`config.mk`:
```
export PLATFORM = sky130hd
export DESIGN_NAME = conv_kernel_scheduler
export DESIGN_NICKNAME = d
export VERILOG_FILES = /design/src/rtl/conv_ctrl_pkg.sv /design/src/rtl/conv_tag_pipe.sv /design/src/rtl/conv_kernel_scheduler.sv
export SDC_FILE = /design/constraint.sdc
export NUM_CORES = 1
export LEC_CHECK = 0
export BUFFER_PORTS_ARGS = -buffer_cell sky130_fd_sc_hd__buf_2
export CAP_MARGIN = 10
export CORE_MARGIN = 2
export CORE_UTILIZATION = 57
export DETAILED_ROUTE_END_ITERATION = 8
export HOLD_SLACK_MARGIN = 0.02
export PLACE_DENSITY = 0.79
export SLEW_MARGIN = 30
export SYNTH_ARGS = -nofsm -noshare
export SYNTH_HDL_FRONTEND = slang
export SYNTH_SLANG_ARGS = --single-unit
```
`constraint.sdc`:
```
create_clock -name clk -period 4.6 [get_ports clk]
set_input_delay 0.92 -clock clk [delete_from_list [all_inputs] [get_ports clk]]
set_output_delay 0.92 -clock clk [all_outputs]
set_load 0.1 [all_outputs]
```
`src/rtl/conv_ctrl_pkg.sv`:
```
// Shared types and width helpers for the conv_3 lane-array scheduler.
package conv_ctrl_pkg;

    typedef enum logic [2:0] {
        IDLE,
        LOAD_KERNEL,
        STREAM,
        DRAIN,
        DONE
    } state_e;

    // Index widths never drop below one bit so degenerate sizes still elaborate.
    function automatic int clog2_min1(input int n);
        return (n > 1) ? $clog2(n) : 1;
    endfunction

    function automatic int kcol_w(input int kernel_size);
        return clog2_min1(kernel_size);
    endfunction

    function automatic int col_w(input int image_size);
        return clog2_min1(image_size);
    endfunction

    function automatic int kidx_w(input int num_kernels);
        return clog2_min1(num_kernels);
    endfunction

    function automatic int cred_w(input int fifo_depth);
        return clog2_min1(fifo_depth + 1);
    endfunction

endpackage

```
`src/rtl/conv_tag_pipe.sv`:
```
// Delay line carrying {valid, kidx, col} alongside the lane pipeline so the
// tags line up with the lane results.
module conv_tag_pipe
    import conv_ctrl_pkg::*;
#(
    parameter int DEPTH  = 3,
    parameter int KIDX_W = 2,
    parameter int COL_W  = 4
) (
    input  logic              clk,
    input  logic              rst,
    input  logic              valid_i,
    input  logic [KIDX_W-1:0] kidx_i,
    input  logic [COL_W-1:0]  col_i,
    output logic              valid_o,
    output logic [KIDX_W-1:0] kidx_o,
    output logic [COL_W-1:0]  col_o,
    output logic              empty
);

    logic [DEPTH-1:0]  valid_q;
    logic [KIDX_W-1:0] kidx_q [DEPTH];
    logic [COL_W-1:0]  col_q  [DEPTH];

    always_ff @(posedge clk) begin
        if (rst) begin
            valid_q <= '0;
            for (int i = 0; i < DEPTH; i++) begin
                kidx_q[i] <= '0;
                col_q[i]  <= '0;
            end
        end else begin
            valid_q[0] <= valid_i;
            kidx_q[0]  <= kidx_i;
            col_q[0]   <= col_i;
            for (int i = 1; i < DEPTH; i++) begin
                valid_q[i] <= valid_q[i-1];
                kidx_q[i]  <= kidx_q[i-1];
                col_q[i]   <= col_q[i-1];
            end
        end
    end

    assign valid_o = valid_q[DEPTH-1];
    assign kidx_o  = kidx_q[DEPTH-1];
    assign col_o   = col_q[DEPTH-1];

    // The entry currently presented on the output does not count: the
    // scheduler may leave DRAIN in the same cycle as the last result.
    generate
        if (DEPTH > 1) begin : g_empty_multi
            assign empty = ~|valid_q[DEPTH-2:0];
        end else begin : g_empty_single
            assign empty = 1'b1;
        end
    endgenerate

endmodule

```
`src/rtl/conv_kernel_scheduler.sv`:
```
// Sequences kernel loads and column streaming for the conv_3 lane array,
// tags lane results and throttles result-producing issues on FIFO credits.
module conv_kernel_scheduler
    import conv_ctrl_pkg::*;
#(
    parameter int DATA_WIDTH     = 16,
    parameter int KERNEL_SIZE    = 3,
    parameter int IMAGE_SIZE     = 12,
    parameter int NUM_KERNELS    = 4,
    parameter int PIPE_LAT       = 2,
    parameter int OUT_FIFO_DEPTH = 8
) (
    input  logic                                clk,
    input  logic                                rst,
    input  logic                                start,
    output logic                                busy,
    output logic                                done,
    output logic                                kern_rd_en,
    output logic [kidx_w(NUM_KERNELS)-1:0]      kern_rd_kidx,
    output logic [kcol_w(KERNEL_SIZE)-1:0]      kern_rd_col,
    output logic                                img_rd_en,
    output logic [col_w(IMAGE_SIZE)-1:0]        img_rd_col,
    output logic                                lane_kernel_load,
    output logic                                lane_valid_in,
    output logic                                out_valid,
    output logic [kidx_w(NUM_KERNELS)-1:0]      out_kidx,
    output logic [col_w(IMAGE_SIZE)-1:0]        out_col,
    input  logic                                out_pop
);

    localparam int KCOL_W = kcol_w(KERNEL_SIZE);
    localparam int COL_W  = col_w(IMAGE_SIZE);
    localparam int KIDX_W = kidx_w(NUM_KERNELS);
    localparam int CRED_W = cred_w(OUT_FIFO_DEPTH);

    localparam logic [KCOL_W-1:0] KCOL_LAST = KCOL_W'(KERNEL_SIZE - 1);
    localparam logic [COL_W-1:0]  COL_WARM  = COL_W'(KERNEL_SIZE - 1);
    localparam logic [COL_W-1:0]  COL_LAST  = COL_W'(IMAGE_SIZE - 1);
    localparam logic [KIDX_W-1:0] KIDX_LAST = KIDX_W'(NUM_KERNELS - 1);
    localparam logic [CRED_W-1:0] CRED_MAX  = CRED_W'(OUT_FIFO_DEPTH);

    // The lane data path never passes through here; DATA_WIDTH is only sanity-checked.
    generate
        if (DATA_WIDTH < 1 || KERNEL_SIZE < 2 || IMAGE_SIZE < KERNEL_SIZE ||
            NUM_KERNELS < 1 || PIPE_LAT < 0 || OUT_FIFO_DEPTH < 1) begin : g_param_check
            $error("conv_kernel_scheduler: illegal parameter combination");
        end
    endgenerate

    state_e            state_q, state_d;
    logic [KIDX_W-1:0] kidx_q, kidx_d;
    logic [KCOL_W-1:0] kcol_q, kcol_d;
    logic [COL_W-1:0]  col_q, col_d;
    logic [CRED_W-1:0] cred_q, cred_d;
    logic              lane_kernel_load_q, lane_valid_in_q;
    logic              issue_result;
    logic              pipe_empty;

    always_comb begin
        state_d      = state_q;
        kidx_d       = kidx_q;
        kcol_d       = kcol_q;
        col_d        = col_q;
        kern_rd_en   = 1'b0;
        img_rd_en    = 1'b0;
        issue_result = 1'b0;

        unique case (state_q)
            IDLE: begin
                if (start) begin
                    kidx_d  = '0;
                    kcol_d  = '0;
                    state_d = LOAD_KERNEL;
                end
            end
            LOAD_KERNEL: begin
                kern_rd_en = 1'b1;
                kcol_d     = kcol_q + 1'b1;
                if (kcol_q == KCOL_LAST) begin
                    col_d   = '0;
                    state_d = STREAM;
                end
            end
            STREAM: begin
                // Warm-up columns only prime the window and need no FIFO slot.
                if (col_q < COL_WARM || cred_q != '0) begin
                    img_rd_en    = 1'b1;
                    issue_result = (col_q >= COL_WARM);
                    col_d        = col_q + 1'b1;
                    if (col_q == COL_LAST) begin
                        state_d = DRAIN;
                    end
                end
            end
            DRAIN: begin
                if (pipe_empty) begin
                    if (kidx_q != KIDX_LAST) begin
                        kidx_d  = kidx_q + 1'b1;
                        kcol_d  = '0;
                        state_d = LOAD_KERNEL;
                    end else begin
                        state_d = DONE;
                    end
                end
            end
            DONE: begin
                state_d = IDLE;
            end
            default: begin
                state_d = IDLE;
            end
        endcase

        cred_d = cred_q;
        if (issue_result && !out_pop) begin
            cred_d = cred_q - 1'b1;
        end else if (!issue_result && out_pop && cred_q != CRED_MAX) begin
            cred_d = cred_q + 1'b1;
        end
    end

    always_ff @(posedge clk) begin
        if (rst) begin
            state_q            <= IDLE;
            kidx_q             <= '0;
            kcol_q             <= '0;
            col_q              <= '0;
            cred_q             <= CRED_MAX;
            lane_kernel_load_q <= 1'b0;
            lane_valid_in_q    <= 1'b0;
        end else begin
            state_q            <= state_d;
            kidx_q             <= kidx_d;
            kcol_q             <= kcol_d;
            col_q              <= col_d;
            cred_q             <= cred_d;
            lane_kernel_load_q <= kern_rd_en;
            lane_valid_in_q    <= img_rd_en;
        end
    end

    conv_tag_pipe #(
        .DEPTH  (PIPE_LAT + 1),
        .KIDX_W (KIDX_W),
        .COL_W  (COL_W)
    ) u_tag_pipe (
        .clk     (clk),
        .rst     (rst),
        .valid_i (issue_result),
        .kidx_i  (kidx_q),
        .col_i   (col_q - COL_WARM),
        .valid_o (out_valid),
        .kidx_o  (out_kidx),
        .col_o   (out_col),
        .empty   (pipe_empty)
    );

    // Addresses are forced to zero when idle so the memory ports stay quiet.
    assign busy             = (state_q != IDLE);
    assign done             = (state_q == DONE);
    assign kern_rd_kidx     = kern_rd_en ? kidx_q : '0;
    assign kern_rd_col      = kern_rd_en ? kcol_q : '0;
    assign img_rd_col       = img_rd_en ? col_q : '0;
    assign lane_kernel_load = lane_kernel_load_q;
    assign lane_valid_in    = lane_valid_in_q;

endmodule

```
After elaboration in Yosys (flattened, before gate mapping)
Memory sizes are Yosys's and may differ from the RTL's.
Index checks and enable logic that the tools add are counted.
- flip-flop bits (word level): 20
- latch bits: 0
- bits in writable memories: 18
- bits in read-only memories: 0
- input port bits: 4
- output and inout port bits: 21
- memories: 2
- memories (memory ; depth ; width ; rd ports ; clocked after memory_dff ; write ports ; RTL line ; text):
    u_tag_pipe.col_q ; 3 ; 4 ; 3 ; 0 ; 3 ; conv_tag_pipe.sv:23 ; logic [COL_W-1:0] col_q [DEPTH];
    u_tag_pipe.kidx_q ; 3 ; 2 ; 3 ; 0 ; 3 ; conv_tag_pipe.sv:22 ; logic [KIDX_W-1:0] kidx_q [DEPTH];
- $add $sub $neg: 6
- multipliers: 0
- div/mod/pow operators: 0
- $lt $le $gt $ge: 2
- equal/unequal tests: 14
- shift operators: 0
- muxes and demuxes: 36
- bitwise logic cells: 6
- reduce and logical (&&, ||, !) cells: 18
- operators by type and width (cell ; count):
    $mux 4 ; 8
    $mux 2 ; 10
    $mux 3 ; 6
    $ne 2x2->1 const B ; 7
    $pmux 3 s4 ; 1
    $add 4x1->4 const B ; 2
    $mux 1 ; 8
    $pmux 4 s2 ; 1
    $reduce_and 4->1 ; 2
    $eq 3x2->1 const B ; 2
    $or 1x1->1 ; 6
    $pmux 2 s3 ; 1
    $reduce_bool 2->1 ; 3
    $reduce_bool 3->1 ; 2
    $reduce_and 5->1 ; 1
    $add 2x1->2 const B ; 2
    $eq 4x4->1 const B ; 1
    $ge 4x2->1 const B ; 1
    $lt 4x2->1 const B ; 1
    $ne 4x4->1 const B ; 1
    $pmux 2 s2 ; 1
    $reduce_bool 4->1 ; 1
    $sub 4x1->4 const B ; 1
    $sub 4x2->4 const B ; 1
    9 further kinds ; 12

Depth between registers and ports, before layout
- depth after elaboration: 9
- mapped depth: 10
- mapped depth without buffers: 10

Hierarchy
Synthesis repeated with hierarchy kept, for this count alone.
- cells, all modules: 195
- area total of the unflattened synthesis: 1869.3 um2
- modules (own cells, without submodules) (module ; times used ; cells an instance ; area each (um2) ; seq. area each (um2)):
    conv_kernel_scheduler ; 1 ; 144 ; 1196.1 ; 340.3
    conv_tag_pipe ; 1 ; 51 ; 673.1 ; 420.4

Least setup slack after synthesis
Ideal clock, no wire load.
- path type: flip-flop to output port
- start: reg state_q[0]
- end: out done
- data arrival time: 2742 ps
- data required time: 3680 ps
- path slack: 938 ps
- stages on the path, launching flop included: 3
- cell sequence: dfxtp_1 > clkbuf_1 > nor3b_1
- longest elaborated chain between the ends: 1
- RTL lines (item ; RTL line ; text):
    start: declaration ; conv_kernel_scheduler.sv:50 ; state_e state_q, state_d;
    start signal: assignment ; conv_kernel_scheduler.sv:132 ; state_q <= state_d;
    $eq 3x3->1 ; conv_kernel_scheduler.sv:160 ; assign done = (state_q == DONE);
    end: declaration ; conv_kernel_scheduler.sv:17 ; output logic done,
No other way between the ends.

Final worst setup path
- start: reg cred_q[2]
- end: out img_rd_col[3]
- longest elaborated chain between the ends: 5
- RTL lines (item ; RTL line ; text):
    start: declaration ; conv_kernel_scheduler.sv:54 ; logic [CRED_W-1:0] cred_q, cred_d;
    start signal: assignment ; conv_kernel_scheduler.sv:136 ; cred_q <= cred_d;
    $reduce_bool 4->1 ; conv_kernel_scheduler.sv:86 ; if (col_q < COL_WARM || cred_q != '0) begin
    $logic_or 1x1->1 ; conv_kernel_scheduler.sv:86 ;
    $mux 1 ; conv_kernel_scheduler.sv:86 ;
    $mux 1 ; conv_kernel_scheduler.sv:68 ; unique case (state_q)
    $mux 4 ; conv_kernel_scheduler.sv:163 ; assign img_rd_col = img_rd_en ? col_q : '0;
    end: declaration ; conv_kernel_scheduler.sv:22 ; output logic [col_w(IMAGE_SIZE)-1:0] img_rd_col,
No other way between the ends.

==> results_dict.tcl <==
set metrics [dict create \
    dp_hpwl_um 2177 \
    antenna_found_initial 0 \
    clk_pin_slew_ns 0.11 \
    clockBufferDepth 2 \
    drt_iter0_drc 31 \
    die_h_um 59.46 \
    reg2reg_depth 9 \
    min_from "u_tag_pipe.col_q[0][0]" \
    yosysWarningCount 0 \
    ys.flop_type "dfxtp_1" \
    synth-simple-area-share_pct 24.34 \
    power_frac_seq_pct 37.2 \
    finalPower_uw 1084 \
    synth_mux_area_share_pct 1.142 \
    gp_congestion 0.8403 \
    setup_tns_ns 0 \
    numPortBuffers 24 \
    vias 1339 \
    drc_errors 0 \
    clock_skew_ns 0.008007 \
    wirelength_um 3039 \
    dp.cells 233 \
    p_comb_share_pct 35.8 \
    grt_pass1_vias 1311 \
    coreArea_sq_um 2978 \
    rsz0062_at_grt "false" \
    final.period_utilization_pct 66.62 \
    period_minus_slack_ns 3.064 \
    status "complete, no violations" \
    tightest_slew_ns 0.6529 \
    cts_tree "done" \
    clk_latency_ns 0.35 \
    die_area_sq_um 3535 \
    setup_viol_count_final 0 \
    grt_pass1_wl_um 5285 \
    async_flop_share_pct 0 \
    powerDensity_nw_per_um2 562.0 \
    leakagePower_uw 0.0008347 \
    synth_edf_count 0 \
    hold_depth 1 \
    start_util_pct 58.87 \
    clkPwrFrac_pct 27.0 \
    critical_path_arrival_ns 2.14 \
    areaGrowthSynthToFinish_pct 10.06 \
    ir_worst_vdd_mv 0.3355 \
    grt.total_usage_pct 20.31 \
    synth_nets 202 \
    fin_nets 220 \
    cts_made_buffers 5 \
    p_int_uw 644.5 \
    worstPathMaxFanout 9 \
    max_slew_margin_pct 56.47 \
    ys_types 48 \
    r2r-start "state_q[1]" \
    io_pins 25 \
    fp-row-count 20 \
    ctsHoldBuffers 0 \
    cap_violations 0 \
    syn_area_sq_um 1753 \
    path_class "register to primary output" \
    htree_levels 2 \
    synthCells 189 \
    max_stage_delay_ns 0.57 \
    postLayoutCellArea_sq_um 1929 \
    utilization_pct 64.79 \
    diodes 0 \
    end_kind "primary output" \
    ant_nets 0 \
    slew_violations 0 \
    worstPathRequired_ns 3.68 \
    seq_area_frac_synth_pct 43.40 \
    grt_max_degree 38 \
    cts_sinks 38 \
    drive_gt1_share_pct 21.15 \
    final_cells 241 \
    cts_resized 0 \
    nFillCells 257 \
    drt-wirelength-per-cell_um 12.61 \
    syn_avg_cell_area_sq_um 9.275 \
    synth_xor_area_share_pct 1.499 \
    die_x_um 59.46 \
    crit_path_start "cred_q[2]" \
    critPathSlowestCell "or4_4" \
    p_switching_uw 439.7 \
    avgViaCountPerCell 5.556 \
    first_pass_iters 4 \
    timing.fmax_ghz 0.3263 \
    post_cts.repair.setup_buffers 0 \
    overflow 0 \
    critical_path.cell_chain "or4_4 > o21ai_4 > inv_4 > and2_2 > buf_2" \
    synthAdderAreaFrac_pct 6.852 \
    placed_area_sq_um 1818 \
    ys_ff_latch 38 \
    synth_top_family_by_area "simple AND/OR/NAND/NOR gates" \
    synth-compound-area-share_pct 14.56 \
    switching_share_pct 40.56 \
    startpoint_type "register" \
    hold_viol 0 \
    hp-class "register to register" \
    root_buffer "clkbuf_4" \
]
critical path: cells and delay by family (launching register included):
kind	cells	cell delay [ns]
buffers and inverters	2	0.36
and+or+nand+nor	2	0.76
AOI/OAI and AO/OA	1	0.29
DFF	1	0.38
cell usage after synthesis, types with 2 or more instances:
master / count / area [sq um]
nor2b_1: 15 / 93.84
a21oi_1: 7 / 35.03
mux2i_1: 2 / 20.02
a21o_1: 2 / 15.01
nor3_1: 7 / 35.03
dfxtp_1: 38 / 760.7
a31oi_1: 2 / 12.51
nand3b_1: 3 / 22.52
nor2_1: 24 / 90.09
inv_1: 11 / 41.29
nand2_1: 5 / 18.77
o21ai_0: 7 / 35.03
nor4_1: 2 / 12.51
nand2b_1: 3 / 18.77
and2_1: 3 / 18.77
clkbuf_8: 2 / 27.53
a211oi_1: 4 / 30.03
o21ai_1: 2 / 10.01
or3_1: 2 / 12.51
xnor2_1: 3 / 26.28
o211ai_1: 2 / 15.01
nor3_2: 2 / 20.02
buf_4: 6 / 45.04
clkbuf_1: 4 / 15.01
ha_1: 8 / 100.1
state kept, by name, summed over array words and instances, names as in the netlist:
register / flops
col_q: 4
cred_q: 4
kcol_q: 2
kidx_q: 2
lane_kernel_load: 1
lane_valid_in: 1
state_q: 3
u_tag_pipe.col_q: 12
u_tag_pipe.kidx_q: 6
u_tag_pipe.valid_q: 3
metal layers:
metal  global-route usage [%]  vias to the layer above  wire length, um
li1                         -                      678                -
met1                    22.31                      610             1227
met2                    32.81                       42             1502
met3                    8.297                        9              212
met4                    11.69                        0               96
met5                        0                        -                0
path summary, 6_finish.rpt:
| path | slack (ns) | end |
|---|---|---|
| worst max register to register | 1.87 | cred_q[3] |
| worst max-delay path | 1.54 | img_rd_col[3] |
| worst min register to register | 0.45 | u_tag_pipe.col_q[0][4] |
| worst min-delay path | 0.45 | u_tag_pipe.col_q[0][4] |
power by group through the flow:
stage               Clock (uW)  Sequential, uW  Combinational, uW
floorplan                    0             419                320
global placement             0             408                379
detailed placement           0             411                386
CTS                        303             403                388
global route               315             412                419
finish                     293             404                388
kinds of logic (layout without fill, tap and decap cells):
kind of cell / count (synthesis) / in the layout
mux: 2 / 2
fa+ha+maj: 9 / 9
buf+inv: 25 / 44
simple gates: 76 / 76
xor+xnor: 3 / 3
flops: 38 / 38
compound gates: 36 / 36
metrics by stage:
stage,hold slack [ns],worst slack (ns)
floorplan,0.4138,0.9377
global placement,0.4157,1.972
detailed placement,0.4322,1.830
CTS,0.4562,1.509
global route,0.4657,1.438
finish,0.4481,1.536
layout by cell type, fill, tap and decap left out, types with 3 or more instances in the layout:
| master | count |
|---|---|
| a211oi_1 | 4 |
| a21oi_1 | 7 |
| and2_1 | 3 |
| buf_2 | 24 |
| clkbuf_4 | 5 |
| dfxtp_1 | 38 |
| ha_1 | 8 |
| inv_1 | 11 |
| nand2_1 | 5 |
| nand2b_1 | 3 |
| nand3b_1 | 3 |
| nor2_1 | 24 |
| nor2b_1 | 15 |
| nor3_1 | 7 |
| o21ai_0 | 7 |
| xnor2_1 | 3 |
cell type report:
cell class / count / area, sq um / area share [%]
Multi-Input combinational cell: 126 / 848.3 / 43.97
Sequential cell: 38 / 760.7 / 39.43
Clock inverter: 2 / 60.06 / 3.113
Timing Repair Buffer: 24 / 120.1 / 6.226
Clock buffer: 6 / 51.30 / 2.659
Tap cell: 33 / 41.29 / 2.140
Inverter: 12 / 47.55 / 2.464
Power figures use the tool's default switching activity.
